==> src/rtl/isa_block_encoder_if.sv <==
// Field-bundle input and encoded-word output handshakes of the TRIPS block encoder.
// master = loader/assembler + I-cache fill side, slave = encoder.
interface isa_block_encoder_if;
   logic        in_valid;
   logic        in_ready;
   logic [2:0]  in_class;
   logic [7:0]  in_opcode;
   logic        in_pred_en;
   logic        in_pred_true;
   logic [4:0]  in_id;
   logic [15:0] in_imm;
   logic [1:0]  in_bit;
   logic [7:0]  in_tgt0;
   logic [7:0]  in_tgt1;
   logic [1:0]  in_slot0;
   logic [1:0]  in_slot1;
   logic        in_last;
   logic        out_valid;
   logic        out_ready;
   logic [31:0] out_word;
   logic [6:0]  out_index;
   logic        out_last;
   logic        err_overflow;

   modport master (
      output in_valid, in_class, in_opcode, in_pred_en, in_pred_true, in_id, in_imm,
             in_bit, in_tgt0, in_tgt1, in_slot0, in_slot1, in_last, out_ready,
      input  in_ready, out_valid, out_word, out_index, out_last, err_overflow
   );

   modport slave (
      input  in_valid, in_class, in_opcode, in_pred_en, in_pred_true, in_id, in_imm,
             in_bit, in_tgt0, in_tgt1, in_slot0, in_slot1, in_last, out_ready,
      output in_ready, out_valid, out_word, out_index, out_last, err_overflow
   );
endinterface

==> src/rtl/isa_block_encoder.sv <==
// Packs TRIPS instruction field bundles into 32-bit words, tracking per-block
// instruction index and auto LSID/EXIT_ID counters, with a small output FIFO.
module isa_block_encoder #(
   parameter int FIFO_DEPTH = 4,
   parameter int MAX_INSTRS = 128,
   parameter int MAX_EXITS  = 8
) (
   input  logic               clk,
   input  logic               rst,
   isa_block_encoder_if.slave bus
);
   // Class codes mirror the CLASS_* values of trips_isa.svh.
   localparam logic [2:0] CLASS_G = 3'd0;
   localparam logic [2:0] CLASS_L = 3'd2;
   localparam logic [2:0] CLASS_S = 3'd3;
   localparam logic [2:0] CLASS_B = 3'd4;
   localparam logic [2:0] CLASS_C = 3'd5;

   localparam int         AW       = $clog2(FIFO_DEPTH);
   localparam logic [AW:0] FULL_CNT = (AW+1)'(FIFO_DEPTH);

   typedef enum logic [1:0] {S_IDLE, S_ACTIVE, S_ERR} state_t;

   state_t        r_state;
   logic [7:0]    r_instr_cnt;
   logic [5:0]    r_lsid_cnt;
   logic [3:0]    r_exit_cnt;
   logic          r_err;

   logic [31:0]   r_mem_word [FIFO_DEPTH];
   logic [6:0]    r_mem_idx  [FIFO_DEPTH];
   logic          r_mem_last [FIFO_DEPTH];
   logic [AW-1:0] r_wr_ptr;
   logic [AW-1:0] r_rd_ptr;
   logic [AW:0]   r_count;

   logic          w_full, w_empty, w_acc, w_pop, w_push;
   logic          w_ls_auto, w_b_auto, w_ovf;
   logic [31:0]   w_word;

   assign w_full  = (r_count == FULL_CNT);
   assign w_empty = (r_count == '0);

   assign bus.in_ready = (r_state == S_ERR) | ~w_full;
   assign w_acc        = bus.in_valid & bus.in_ready;
   assign w_pop        = ~w_empty & bus.out_ready;

   assign w_ls_auto = ((bus.in_class == CLASS_L) | (bus.in_class == CLASS_S)) & (bus.in_id == 5'd0);
   assign w_b_auto  = (bus.in_class == CLASS_B) & (bus.in_id == 5'd0);

   // Limits are checked against the counts before this accept.
   assign w_ovf  = (r_instr_cnt == 8'(MAX_INSTRS))
                 | (w_ls_auto & (r_lsid_cnt == 6'd32))
                 | (w_b_auto  & (r_exit_cnt == 4'(MAX_EXITS)));
   assign w_push = w_acc & (r_state != S_ERR) & ~w_ovf;

   always_comb begin
      w_word        = '0;
      w_word[28]    = bus.in_pred_en;
      w_word[27]    = bus.in_pred_en & bus.in_pred_true;
      w_word[26:24] = bus.in_class;
      case (bus.in_class)
         CLASS_G:
            w_word[23:0] = {bus.in_tgt1, bus.in_tgt0, bus.in_opcode[7:4], bus.in_slot1, bus.in_slot0};
         CLASS_L, CLASS_S, CLASS_B:
            // Auto IDs go out as 0 so the decoder substitutes its own matching counter.
            w_word[23:0] = {bus.in_id, bus.in_imm[10:0], bus.in_opcode};
         CLASS_C:
            w_word[23:0] = {2'b00, bus.in_bit, bus.in_imm[11:0], bus.in_opcode};
         default:
            w_word[23:0] = {bus.in_imm, bus.in_opcode};
      endcase
   end

   always_ff @(posedge clk) begin
      if (rst) begin
         r_state     <= S_IDLE;
         r_instr_cnt <= '0;
         r_lsid_cnt  <= '0;
         r_exit_cnt  <= '0;
         r_err       <= 1'b0;
      end else if (w_acc) begin
         case (r_state)
            S_IDLE, S_ACTIVE: begin
               if (w_ovf) r_err <= 1'b1;
               if (bus.in_last) begin
                  r_state     <= S_IDLE;
                  r_instr_cnt <= '0;
                  r_lsid_cnt  <= '0;
                  r_exit_cnt  <= '0;
               end else if (w_ovf) begin
                  r_state <= S_ERR;
               end else begin
                  r_state     <= S_ACTIVE;
                  r_instr_cnt <= r_instr_cnt + 8'd1;
                  r_lsid_cnt  <= r_lsid_cnt + {5'd0, w_ls_auto};
                  r_exit_cnt  <= r_exit_cnt + {3'd0, w_b_auto};
               end
            end
            S_ERR: begin
               if (bus.in_last) begin
                  r_state     <= S_IDLE;
                  r_instr_cnt <= '0;
                  r_lsid_cnt  <= '0;
                  r_exit_cnt  <= '0;
               end
            end
            default: r_state <= S_IDLE;
         endcase
      end
   end

   always_ff @(posedge clk) begin
      if (rst) begin
         r_wr_ptr <= '0;
         r_rd_ptr <= '0;
         r_count  <= '0;
      end else begin
         if (w_push) begin
            r_mem_word[r_wr_ptr] <= w_word;
            r_mem_idx[r_wr_ptr]  <= r_instr_cnt[6:0];
            r_mem_last[r_wr_ptr] <= bus.in_last;
            r_wr_ptr             <= r_wr_ptr + 1'b1;
         end
         if (w_pop) r_rd_ptr <= r_rd_ptr + 1'b1;
         case ({w_push, w_pop})
            2'b10:   r_count <= r_count + 1'b1;
            2'b01:   r_count <= r_count - 1'b1;
            default: r_count <= r_count;
         endcase
      end
   end

   // Head outputs are forced to zero while empty so reset leaves them clean.
   assign bus.out_valid    = ~w_empty;
   assign bus.out_word     = w_empty ? 32'd0 : r_mem_word[r_rd_ptr];
   assign bus.out_index    = w_empty ? 7'd0  : r_mem_idx[r_rd_ptr];
   assign bus.out_last     = ~w_empty & r_mem_last[r_rd_ptr];
   assign bus.err_overflow = r_err;
endmodule
==> src/flat_wrapper.sv <==
// flat-port wrapper written by rule: the top's interface ports become plain ports
module isa_block_encoder_flat 
#(
   parameter int FIFO_DEPTH = 4,
   parameter int MAX_INSTRS = 128,
   parameter int MAX_EXITS  = 8
)
  (clk, rst, bus_in_valid, bus_in_class, bus_in_opcode, bus_in_pred_en, bus_in_pred_true, bus_in_id, bus_in_imm, bus_in_bit, bus_in_tgt0, bus_in_tgt1, bus_in_slot0, bus_in_slot1, bus_in_last, bus_out_ready, bus_in_ready, bus_out_valid, bus_out_word, bus_out_index, bus_out_last, bus_err_overflow);
  isa_block_encoder_if bus_i ();
  input  logic clk;
  input  logic rst;
  input wire logic [$bits(bus_i.in_valid)-1:0] bus_in_valid;
  input wire logic [$bits(bus_i.in_class)-1:0] bus_in_class;
  input wire logic [$bits(bus_i.in_opcode)-1:0] bus_in_opcode;
  input wire logic [$bits(bus_i.in_pred_en)-1:0] bus_in_pred_en;
  input wire logic [$bits(bus_i.in_pred_true)-1:0] bus_in_pred_true;
  input wire logic [$bits(bus_i.in_id)-1:0] bus_in_id;
  input wire logic [$bits(bus_i.in_imm)-1:0] bus_in_imm;
  input wire logic [$bits(bus_i.in_bit)-1:0] bus_in_bit;
  input wire logic [$bits(bus_i.in_tgt0)-1:0] bus_in_tgt0;
  input wire logic [$bits(bus_i.in_tgt1)-1:0] bus_in_tgt1;
  input wire logic [$bits(bus_i.in_slot0)-1:0] bus_in_slot0;
  input wire logic [$bits(bus_i.in_slot1)-1:0] bus_in_slot1;
  input wire logic [$bits(bus_i.in_last)-1:0] bus_in_last;
  input wire logic [$bits(bus_i.out_ready)-1:0] bus_out_ready;
  output wire logic [$bits(bus_i.in_ready)-1:0] bus_in_ready;
  output wire logic [$bits(bus_i.out_valid)-1:0] bus_out_valid;
  output wire logic [$bits(bus_i.out_word)-1:0] bus_out_word;
  output wire logic [$bits(bus_i.out_index)-1:0] bus_out_index;
  output wire logic [$bits(bus_i.out_last)-1:0] bus_out_last;
  output wire logic [$bits(bus_i.err_overflow)-1:0] bus_err_overflow;
  assign bus_i.in_valid = bus_in_valid;
  assign bus_i.in_class = bus_in_class;
  assign bus_i.in_opcode = bus_in_opcode;
  assign bus_i.in_pred_en = bus_in_pred_en;
  assign bus_i.in_pred_true = bus_in_pred_true;
  assign bus_i.in_id = bus_in_id;
  assign bus_i.in_imm = bus_in_imm;
  assign bus_i.in_bit = bus_in_bit;
  assign bus_i.in_tgt0 = bus_in_tgt0;
  assign bus_i.in_tgt1 = bus_in_tgt1;
  assign bus_i.in_slot0 = bus_in_slot0;
  assign bus_i.in_slot1 = bus_in_slot1;
  assign bus_i.in_last = bus_in_last;
  assign bus_i.out_ready = bus_out_ready;
  assign bus_in_ready = bus_i.in_ready;
  assign bus_out_valid = bus_i.out_valid;
  assign bus_out_word = bus_i.out_word;
  assign bus_out_index = bus_i.out_index;
  assign bus_out_last = bus_i.out_last;
  assign bus_err_overflow = bus_i.err_overflow;
  isa_block_encoder #(.FIFO_DEPTH(FIFO_DEPTH), .MAX_INSTRS(MAX_INSTRS), .MAX_EXITS(MAX_EXITS)) u_core (.clk(clk), .rst(rst), .bus(bus_i));
endmodule
==> config.mk <==
export PLATFORM = sky130hd
export DESIGN_NAME = isa_block_encoder_flat
export DESIGN_NICKNAME = d
export VERILOG_FILES = /design/src/rtl/isa_block_encoder_if.sv /design/src/rtl/isa_block_encoder.sv /design/src/flat_wrapper.sv
export SDC_FILE = /design/constraint.sdc
export NUM_CORES = 1
export LEC_CHECK = 0
export BUFFER_PORTS_ARGS = -buffer_cell sky130_fd_sc_hd__buf_2
export CAP_MARGIN = 20
export CORE_UTILIZATION = 52
export CTS_BUF_LIST = sky130_fd_sc_hd__clkbuf_16
export DETAILED_ROUTE_END_ITERATION = 12
export PLACE_DENSITY = 0.83
export SETUP_SLACK_MARGIN = 0.2
export SKIP_LAST_GASP = 1
export SYNTH_ARGS = -nofsm -noshare
export SYNTH_HDL_FRONTEND = slang
export SYNTH_SLANG_ARGS = --single-unit
==> constraint.sdc <==
create_clock -name clk -period 2.8 [get_ports clk]
set_input_delay 0.14 -clock clk [delete_from_list [all_inputs] [get_ports clk]]
set_output_delay 0.14 -clock clk [all_outputs]
set_load 0.03 [all_outputs]
==> metrics.md <==
| Metric | Value |
|---|---|
| Status | complete, no violations |
| Max-slew headroom | 0.598 |
| Final hold slack | 0.0678 ns |
| Cell taking the most area after synthesis | edfxtp_1 |
| GRT Util Overall | 0.219 |
| Clock sink count | 178 |
| Clock latency at the later pin of the worst-skew pair | 0.42 ns |
| Synth unique cells | 51 |
| Final core utilization | 0.657 |
| Dpl cell area | 8470 um^2 |
| Clk_skew | 0.00556 ns |
| Startpoint types | flop |
| WP data arrival | 3.09 ns |
| CP peak stage delay | 0.53 ns |
| CP max FO | 2 |
| Global-route wire length before repair | 23900 um |
| Post-layout minimum cycle time | 2.74 ns |
| Synth Instances | 474 |
| Part of the cycle the worst path needs | 0.980 |
| Initial core utilization | 0.541 |
| Final WL | 15900 um |
| Port bufs | 100 |
| Main synth FF type | edfxtp_1 |
| CTS Root Cell | clkbuf_16 |
| Slowest cell on the critical path | or4b_4 |
| Avg Cell Area, Syn | 16.1 um^2 |
| Power per cell area | 850 nW/um^2 |
| Share of cells above drive strength 1 | 0.385 |
| DIE AREA | 15200 um^2 |
| Die X | 123 um |
| CTS tree | done |
| DR WL/cell | 19.9 um |
| Synth Cell Area | 7630 um^2 |
| Placed Cells | 749 |
| Vias in the first global route | 4569 |
| Initial DRC Count | 467 |
| Clk slew on worst S/H paths | 0.06 ns |
| Seq/Total Area, Yosys | 0.662 |
| #FFs+latches synth | 178 |
| Via count | 4669 |
| Total grt overflow | 0 |
| Pins Over Slew Limit | 0 |
| Die Y-Extent | 123 um |
| CP delay by family, top | simple AND/OR/NAND/NOR gates |
| Inserted Clock Buffers | 17 |
| Final ANT Viol Nets | 0 |
| Pleak | 3.41 nW |
| Final Hold Viols | 0 |
| RSZ-0062 raised after global routing | true |
| Crit path required time | 3.15 ns |
| Core area | 14100 um^2 |
| RePlAce Congestion | 0.873 |
| Final WS setup | 0.0563 ns |
| Row count | 43 |
| Max frequency | 364 MHz |
| Ys Warns | 0 |
| Antenna Cells | 0 |
| CP bufs+invs | 2 |
| Layout area overhead | 21.5% |
| Longest Clk Path Bufs | 2 |
| FFs w/ async S/R, synth | 0 |
| Filler-free cell count of the finished design | 798 |
| Vias per cell | 5.85 |
| I/O Pins | 104 |
| Post-synth EDFFs | 148 |
| # DRC | 0 |
| H-tree depth | 4 |
| Worst-Margin Slew | 0.600 ns |
| Synth top area share | 0.583 |
| Critical Path End Type | flop |
| Peak supply drop | 0.482 mV |
| Max-Cap Viols | 0 |
| Hold crit path type | input pin to flop |
| Fin nets | 678 |
| Number of antenna violations at the first check in global routing | 0 |
| First-pass DRT Iterations | 5 |
| Hpwl dp | 9850 um |
| Setup violators final | 0 |
| Dpl ws | -0.0643 ns |
| Dominant cells by area after synthesis | edfxtp_1 58%, mux4_2 11%, dfxtp_1 7.9% |
| Crit path cell chain | or4b_4 -> or4_4 -> nand3_4 -> nor3_2 -> inv_1 -> ha_2 -> inv_2 -> fa_2 -> xor2_1 -> or3_1 -> a21oi_1 |
| Largest net degree at the start of global routing | 39 |
| CP Class | flop to flop |
| Final instance area | 9270 um^2 |
## layout make-up
| cell class | count | area (um^2) |
|---|---|---|
| Timing Repair Buffer | 135 | 916 |
| Fill cell | 955 | 4830 |
| Inverter | 12 | 45.0 |
| Sequential cell | 178 | 5050 |
| Multi-Input combinational cell | 261 | 2470 |
| Clock buffer | 17 | 425 |
| Clock inverter | 15 | 135 |
| Tap cell | 180 | 225 |
## per-layer routing
layer,wire (um),share of wire,vias to the layer above,global-route usage
li1,-,-,2112,-
met1,6430,0.40,2311,0.269
met2,8170,0.51,218,0.382
met3,1040,0.065,28,0.0475
met4,284,0.018,0,0.0761
met5,0,0,-,0
## stage by stage
step / total power, mW / TNS [ns]
finish: 7.87 / 0
CTS: 7.91 / -0.00961
floorplan: 4.95 / 0
detailed placement: 5.69 / -0.0643
global route: 8.19 / -0.00676
global placement: 5.62 / 0
## cell usage after synthesis (2+ instances only)
| cell type | instances |
|---|---|
| edfxtp_1 | 148 |
| and2_1 | 43 |
| mux4_2 | 37 |
| dfxtp_1 | 30 |
| a21oi_1 | 18 |
| nand2_1 | 18 |
| nor2_1 | 18 |
| mux2_2 | 15 |
| clkbuf_1 | 14 |
| inv_1 | 12 |
| ha_1 | 11 |
| a31oi_1 | 9 |
| o21a_1 | 8 |
| a22o_1 | 7 |
| and3_1 | 7 |
| nand3_1 | 6 |
| nor3_1 | 6 |
| o21ai_0 | 6 |
| o22a_1 | 6 |
| buf_2 | 5 |
| mux2i_1 | 5 |
| o22ai_1 | 4 |
| buf_4 | 3 |
| or3_1 | 3 |
| xor2_1 | 3 |
| and2b_1 | 2 |
| buf_6 | 2 |
| nor4b_1 | 2 |
| o31ai_1 | 2 |
| or4_1 | 2 |
| or4_4 | 2 |
## sequential cells by signal, summed over array words and instances, names as in the netlist, named ones only
name,count
u_core.r_mem_word,116
u_core.r_mem_idx,28
u_core.r_instr_cnt,8
u_core.r_lsid_cnt,6
u_core.r_exit_cnt,4
u_core.r_mem_last,4
u_core.r_count,3
u_core.r_rd_ptr,2
u_core.r_state,2
u_core.r_wr_ptr,2
u_core.bus.err_overflow,1
## repair_timing
item                                    in CTS  in global routing
setup buffers                                5                  4
gates cloned                                 0                  3
endpoints found under the setup margin     144                150
hold endpoints to repair                    20                  0
gates resized for setup                      6                  7
hold buffers                                 5                  0
pin swaps                                    5                  4
## cells by family (layout without fill, tap and decap cells)
logic type,count (synthesis),in the layout,synth area share
xor+xnor,4,4,0.00459
simple gates,118,118,0.0884
buf+inv,37,179,0.0225
compound gates,66,66,0.0619
other cells,1,3,0.000492
mux,58,58,0.140
fa+ha+maj,12,12,0.0207
flops,178,178,0.662
## where the power goes
group | internal (mW) | switching, mW
Sequential | 3.04 | 0.0921
Clock | 1.23 | 0.997
Combinational | 0.980 | 1.53
## final timing paths
kind,from,endpoint,slack [ns],cells after the start
min reg2reg,u_core.r_state[0]$_SDFFE_PP0P_,u_core.r_state[0]$_SDFFE_PP0P_,0.50,2
min,bus_in_imm[10],u_core.r_mem_word[0][18]$_DFFE_PP_,0.07,2
max,u_core.r_exit_cnt[0]$_SDFFE_PP0P_,u_core.r_count[2]$_SDFFE_PP0P_,0.06,11
max reg2reg,u_core.r_exit_cnt[0]$_SDFFE_PP0P_,u_core.r_count[2]$_SDFFE_PP0P_,0.06,11
## cell usage in the layout, fill, tap and decap left out, types with 7 or more instances in the layout
| cell | netlist | layout |
|---|---|---|
| buf_12 | 0 | 7 |
| a22o_1 | 7 | 7 |
| clkbuf_16 | 0 | 20 |
| nor2_1 | 18 | 18 |
| a21oi_1 | 18 | 18 |
| mux4_2 | 37 | 37 |
| a31oi_1 | 9 | 9 |
| buf_2 | 5 | 100 |
| ha_1 | 11 | 10 |
| inv_1 | 12 | 11 |
| and2_1 | 43 | 39 |
| buf_4 | 3 | 20 |
| o21a_1 | 8 | 8 |
| edfxtp_1 | 148 | 148 |
| mux2_2 | 15 | 15 |
| and3_1 | 7 | 7 |
| dfxtp_1 | 30 | 25 |
| nand2_1 | 18 | 18 |
## worst reg2reg max path, stage by stage (launching register included)
cell and delay, ns:
dfxtp_2 0.32, or4b_4 0.53, or4_4 0.45, nand3_4 0.09, nor3_2 0.06, inv_1 0.08
ha_2 0.19, inv_2 0.04, fa_2 0.32, xor2_1 0.15, or3_1 0.30, a21oi_1 0.13
(Power assumes the default switching activity.)
